$ cat src/rtl/mp4b_pkg.sv
// Shared definitions for the 4-bit program memory fetch slice.
// The optional parity check is enabled with PROG_MEM_PARITY_EN.
package mp4b_pkg;

  localparam int W     = 4;
  localparam int DEPTH = 16;
  localparam int AW    = 4;

  localparam logic [W-1:0] NOP = 4'b0000;

  typedef enum logic [1:0] {
    ST_LOAD = 2'd0,
    ST_RUN  = 2'd1,
    ST_ERR  = 2'd2
  } state_e;

endpackage

$ cat src/rtl/prog_mem_fetch_if.sv
// Loader port of prog_mem_fetch. A word is transferred on a rising edge where
// ld_valid_i and ld_ready_o are both 1; data/last/par are meaningful only while valid is 1.
interface prog_mem_fetch_if;
  import mp4b_pkg::*;

  logic         ld_valid_i;
  logic [W-1:0] ld_data_i;
  logic         ld_last_i;
  logic         ld_par_i;
  logic         ld_ready_o;

  modport master (
    output ld_valid_i, ld_data_i, ld_last_i, ld_par_i,
    input  ld_ready_o
  );

  modport slave (
    input  ld_valid_i, ld_data_i, ld_last_i, ld_par_i,
    output ld_ready_o
  );

endinterface

$ cat src/rtl/prog_ram.sv
// Program storage: synchronous write, asynchronous read, contents survive reset.
module prog_ram #(
  parameter int DEPTH = 16,
  parameter int W     = 4,
  parameter int AW    = 4
) (
  input  logic          clk,
  input  logic          we,
  input  logic [AW-1:0] waddr,
  input  logic [W-1:0]  wdata,
  input  logic [AW-1:0] raddr,
  output logic [W-1:0]  rdata
);

  logic [W-1:0] mem [DEPTH];

  always_ff @(posedge clk) begin
    if (we) mem[waddr] <= wdata;
  end

  assign rdata = mem[raddr];

endmodule

$ cat src/rtl/prog_mem_fetch.sv
// Loads a program of up to 16 nibbles, then serves instruction/operand fetches.
// Define PROG_MEM_PARITY_EN to check even parity on every loaded word.
module prog_mem_fetch #(
  parameter int DEPTH = 16,
  parameter int W     = 4
) (
  input  logic             clk,
  input  logic             rst_i,
  prog_mem_fetch_if.slave  ld,
  input  logic [3:0]       PC_i,
  input  logic             A_i,
  input  logic             B_i,
  output logic [W-1:0]     DM_o,
  output logic             dm_valid_o,
  output logic [1:0]       state_o,
  output logic             err_o
);
  import mp4b_pkg::*;

  state_e       state_q, state_d;
  logic [3:0]   wr_ptr;
  logic [4:0]   len;
  logic         ld_ready;
  logic         we;
  logic         serve;
  logic         par_ok;
  logic         par_fail;
  logic [3:0]   rd_addr;
  logic         rd_hit;
  logic [W-1:0] rd_data;

`ifdef PROG_MEM_PARITY_EN
  assign par_ok = ~^{ld.ld_data_i, ld.ld_par_i};
`else
  logic unused_par;
  assign unused_par = ld.ld_par_i;
  assign par_ok     = 1'b1;
`endif

  always_comb begin
    state_d  = state_q;
    ld_ready = 1'b0;
    we       = 1'b0;
    serve    = 1'b0;
    par_fail = 1'b0;
    case (state_q)
      ST_LOAD: begin
        ld_ready = 1'b1;
        if (ld.ld_valid_i) begin
          if (!par_ok) begin
            par_fail = 1'b1;
            state_d  = ST_ERR;
          end else begin
            we = 1'b1;
            if (ld.ld_last_i || wr_ptr == 4'd15) state_d = ST_RUN;
          end
        end
      end
      ST_RUN:  serve = A_i | B_i;
      ST_ERR:  state_d = ST_ERR;
      default: state_d = ST_LOAD;
    endcase
  end

  // A has priority; the operand address wraps naturally in 4 bits.
  assign rd_addr = A_i ? PC_i : PC_i + 4'd1;
  assign rd_hit  = {1'b0, rd_addr} < len;

  prog_ram #(.DEPTH(DEPTH), .W(W), .AW(4)) u_ram (
    .clk   (clk),
    .we    (we),
    .waddr (wr_ptr),
    .wdata (ld.ld_data_i),
    .raddr (rd_addr),
    .rdata (rd_data)
  );

  always_ff @(posedge clk or negedge rst_i) begin
    if (!rst_i) begin
      state_q <= ST_LOAD;
    end else begin
      state_q <= state_d;
    end
  end

  always_ff @(posedge clk or negedge rst_i) begin
    if (!rst_i) begin
      wr_ptr     <= 4'd0;
      len        <= 5'd0;
      DM_o       <= NOP;
      dm_valid_o <= 1'b0;
    end else begin
      if (we) begin
        wr_ptr <= wr_ptr + 4'd1;
        len    <= len + 5'd1;
      end
      if (serve) DM_o <= rd_hit ? rd_data : NOP;
      dm_valid_o <= serve;
    end
  end

`ifdef PROG_MEM_PARITY_EN
  logic err_q;
  always_ff @(posedge clk or negedge rst_i) begin
    if (!rst_i) err_q <= 1'b0;
    else if (par_fail) err_q <= 1'b1;
  end
  assign err_o = err_q;
`else
  logic unused_fail;
  assign unused_fail = par_fail;
  assign err_o       = 1'b0;
`endif

  assign ld.ld_ready_o = ld_ready;
  assign state_o       = state_q;

endmodule

$ cat src/flat_wrapper.sv
// flat-port wrapper written by rule: the top's interface ports become plain ports
module prog_mem_fetch_flat import mp4b_pkg::*;
#(
  parameter int DEPTH = 16,
  parameter int W     = 4
)
  (clk, rst_i, PC_i, A_i, B_i, DM_o, dm_valid_o, state_o, err_o, ld_ld_valid_i, ld_ld_data_i, ld_ld_last_i, ld_ld_par_i, ld_ld_ready_o);
  prog_mem_fetch_if ld_i ();
  input  logic clk;
  input  logic rst_i;
  input  logic [3:0] PC_i;
  input  logic A_i;
  input  logic B_i;
  output logic [W-1:0] DM_o;
  output logic dm_valid_o;
  output logic [1:0] state_o;
  output logic err_o;
  input wire logic [$bits(ld_i.ld_valid_i)-1:0] ld_ld_valid_i;
  input wire logic [$bits(ld_i.ld_data_i)-1:0] ld_ld_data_i;
  input wire logic [$bits(ld_i.ld_last_i)-1:0] ld_ld_last_i;
  input wire logic [$bits(ld_i.ld_par_i)-1:0] ld_ld_par_i;
  output wire logic [$bits(ld_i.ld_ready_o)-1:0] ld_ld_ready_o;
  assign ld_i.ld_valid_i = ld_ld_valid_i;
  assign ld_i.ld_data_i = ld_ld_data_i;
  assign ld_i.ld_last_i = ld_ld_last_i;
  assign ld_i.ld_par_i = ld_ld_par_i;
  assign ld_ld_ready_o = ld_i.ld_ready_o;
  prog_mem_fetch #(.DEPTH(DEPTH), .W(W)) u_core (.clk(clk), .rst_i(rst_i), .ld(ld_i), .PC_i(PC_i), .A_i(A_i), .B_i(B_i), .DM_o(DM_o), .dm_valid_o(dm_valid_o), .state_o(state_o), .err_o(err_o));
endmodule
$ cat config.mk
export PLATFORM = sky130hd
export DESIGN_NAME = prog_mem_fetch_flat
export DESIGN_NICKNAME = d
export VERILOG_FILES = /design/src/rtl/mp4b_pkg.sv /design/src/rtl/prog_mem_fetch_if.sv /design/src/rtl/prog_ram.sv /design/src/rtl/prog_mem_fetch.sv /design/src/flat_wrapper.sv
export SDC_FILE = /design/constraint.sdc
export NUM_CORES = 1
export LEC_CHECK = 0
export ABC_CLOCK_PERIOD_IN_PS = 1790
export CORE_ASPECT_RATIO = 0.8
export CORE_MARGIN = 4
export CORE_UTILIZATION = 53
export DETAILED_ROUTE_END_ITERATION = 10
export PLACE_DENSITY = 0.8
export SLEW_MARGIN = 10
export SYNTH_ARGS = -nofsm -noshare
export SYNTH_HDL_FRONTEND = slang
export SYNTH_SLANG_ARGS = --single-unit
$ cat constraint.sdc
create_clock -name clk -period 1.79 [get_ports clk]
set_clock_uncertainty 0.05 [all_clocks]
set_input_delay 0.358 -clock clk [delete_from_list [all_inputs] [get_ports clk]]
set_output_delay 0.358 -clock clk [all_outputs]
set_load 0.01 [all_outputs]
==> impl_metrics.ini, run 1 <==
[status]
outcome = complete, but fails checks
violations = negative setup slack

[routing]
drc = 0
num_vias = 2514
routed_wirelength_mm = 8.60
first_pass_iters = 4
viasPerCell = 6.03
postRouteAntennaNets = 0
first_iter_violations = 267
drt-wirelength-per-cell_um = 20.6

[die]
num_rows = 28
core_um2 = 7360
die_h_um = 85.7
start_util_pct = 54.3
die_area_um2 = 9000
ios = 24
die_w_um = 105

[worst_setup_path]
crit_fanout = 5
cp_cell_sequence = buf_6 -> buf_6 -> nand2b_4 -> xnor2_4 -> ha_4 -> a21oi_2 -> nor3b_2 -> a2111oi_4 -> nor3b_4 -> a22o_1 -> a211o_1
cp.required_ns = 2.04
cpLargestDelayFamily = compound AO/OA/AOI/OAI gates
startpoint_type = primary input
worstPathArrival_ns = 2.24
cp-end-kind = flip-flop
crit_path_top_delay_cell = a2111oi_4
cp_common_cell = buf_6
critical-path-max-stage-delay_ns = 0.32
worstSetupPathType = in -> reg
critical_path_buf_inv_count = 2

[timing]
layout_min_cycle_time_ns = 1.99
period_share_pct = 111
setup_viol = 4
hold_viol = 0
tns_ns = -0.792
drv_slew = 0
layout_setup_ws_ns = -0.201
clock.fmax_mhz = 502
rsz0062_at_grt = yes

[final_layout]
nets = 346
most-common-layout-cells = edfxtp_1 (64), buf_4 (36), mux2i_1 (25), mux4_2 (19), dfrtp_1 (16)
drive_above_1_share_pct = 31.5
final_cell_area_um2 = 4850
fin_util_pct = 65.9
syn_to_final_growth_pct = 21.4
final_common_cell = edfxtp_1
fin_cells = 417
antenna_cells = 0
multi_input_area_um2 = 1660
n_fill_cell = 496
seqCellArea_um2 = 2320

[synth]
synth_cell_types = 43
yosysWarnings = 0
ys_seq_elements = 80
ys_seq_area_share_pct = 58.1
synthArstFlopShare_pct = 20.0
synth_edf_count = 64
syn_area_um2 = 4000
syn_inst = 266
synth_ff_type = edfxtp_1
postSynthAreaPerCell_um2 = 15.0
synth_nets = 290

[power_and_ir_drop]
p_sw_share_pct = 27.2
power_w = 0.00433
p_switching_w = 0.00118
p_comb_share_pct = 18.6
p_clk_share_pct = 31.1
p_int_w = 0.00315
p_seq_share_pct = 50.3
leakagePower_nw = 1.84
vdd_ir_drop_max_mv = 0.456
power_density_nw_per_um2 = 893

[place]
dp.cells = 399
dpl_cell_area_um2 = 4570
hpwl_mm = 6.29
portBuffers = 21
globalplace.congestion = 0.860

[cts]
numCtsBuffers = 9
holdBufCountCts = 0
cts_tree = yes
ctsHtreeMaxLevel = 3
clockBufferDepth = 2
path_clk_slew_ns = 0.09
clock_latency_ns = 0.36
root_buffer = clkbuf_8
cts_sinks = 80

[global_route]
grt.total_usage_pct = 21.1
grt_start_max_net_pins = 24
grt_pass1_wl_mm = 14.3
antenna_found_initial = 0
grt_pass1_vias = 2650
grt.overflow.total = 0

[hold_path]
hp-class = in -> async

[job]
cap_violations = 0
## state kept, by name, summed over array words and instances (netlist names)
register and cells:
u_core.wr_ptr 4, u_core.dm_valid_o 1, u_core.state_o 2, u_core.len 5, u_core.DM_o 4, u_core.u_ram.mem 64
## metal layers
layer / routed length (um) / vias to the layer above / global-route usage (%) / part of all wire (%)
li1: - / 1150 / - / -
met5: 0 / - / 0 / 0
met3: 743 / 21 / 5.57 / 8.6
met1: 3660 / 1231 / 29.2 / 43
met2: 3970 / 112 / 32.0 / 46
met4: 214 / 0 / 9.06 / 2.5
## synth_stat cells, drive strengths merged, types with 5 or more instances
cell type / n / area share (%)
buf: 10 / 1.7
ha: 9 / 2.8
xnor2: 8 / 2.2
and2: 17 / 2.7
edfxtp: 64 / 48
mux2i: 25 / 6.3
o221ai: 8 / 1.8
nor2: 5 / 0.47
nand2: 17 / 1.6
dfrtp: 16 / 10
mux4: 19 / 11
inv: 9 / 0.85
## area by class of cell
class | count | area share, %
Clock inverter | 7 | 1.60
Sequential cell | 80 | 47.9
Clock buffer | 9 | 2.55
Inverter | 9 | 0.697
Multi-Input combinational cell | 163 | 34.2
Tap cell | 90 | 2.32
Timing Repair Buffer | 59 | 10.7
## kinds of logic (layout without fill, tap and decap cells)
logic type | Yosys count | after routing | share of synthesized area, %
other cells | 1 | 1 | 0.0938
fa+ha+maj | 9 | 9 | 2.82
buf+inv | 23 | 84 | 2.88
flops | 80 | 80 | 58.1
simple gates | 61 | 61 | 8.70
xor+xnor | 11 | 11 | 3.07
compound gates | 37 | 37 | 7.36
mux | 44 | 44 | 17.0
## power groups by stage
stage               Sequential (W)  Combinational, W  Clock [W]
global placement           0.00221          0.000745          0
detailed placement         0.00221          0.000779          0
finish                     0.00218          0.000806    0.00135
CTS                        0.00218          0.000808    0.00137
floorplan                  0.00221          0.000470          0
global route               0.00219          0.000888    0.00147
## what timing repair did
| item | in CTS | in global routing |
|---|---|---|
| endpoints found under the setup margin | 29 | 40 |
| buffers inserted | 2 | 0 |
| resized for setup | 34 | 13 |
| pin swaps | 8 | 12 |
## worst reg2reg max path: cells and delay by family (launching register included)
| kind | cells | cell delay [ns] |
|---|---|---|
| flip-flops | 1 | 0.41 |
| buffers and inverters | 2 | 0.22 |
| AO/OA/AOI/OAI | 4 | 0.86 |
| AND/OR/NAND/NOR | 1 | 0.31 |
## per-stage QoR
stage	hold slack [ns]	setup WS [ns]
6_report	0.274	-0.201
5_1_grt	0.277	-0.306
4_1_cts	0.275	-0.204
3_5_place_dp	0.438	-1.15
3_3_place_gp	0.418	-1.05
2_1_floorplan	0.0124	-0.660
## final timing paths
| check | startpoint | cells past startpoint | slack, ns | endpoint |
|---|---|---|---|---|
| worst max-delay path | A_i | 11 | -0.20 | u_core.DM_o[0] |
| worst min-delay path | rst_i | 2 | 0.27 | u_core.state_o[1] |
| worst max register to register | u_core.state_o[1] | 7 | -0.12 | u_core.DM_o[0] |
| worst min register to register | u_core.len[0] | 1 | 0.51 | u_core.len[0] |
| max in group asynchronous | rst_i | 2 | 1.21 | u_core.DM_o[3] |
| min in group clk | u_core.len[0] | 1 | 0.51 | u_core.len[0] |
Power figures use the tool's default switching activity.
==> inputs of run 2 (changes only) <==
Settings changed: CTS_CLUSTER_SIZE set to 40, GPL_TIMING_DRIVEN set to 1.
==> results of run 2 <==
No change in the layout: final DEF, timing and power equal those of run 1.
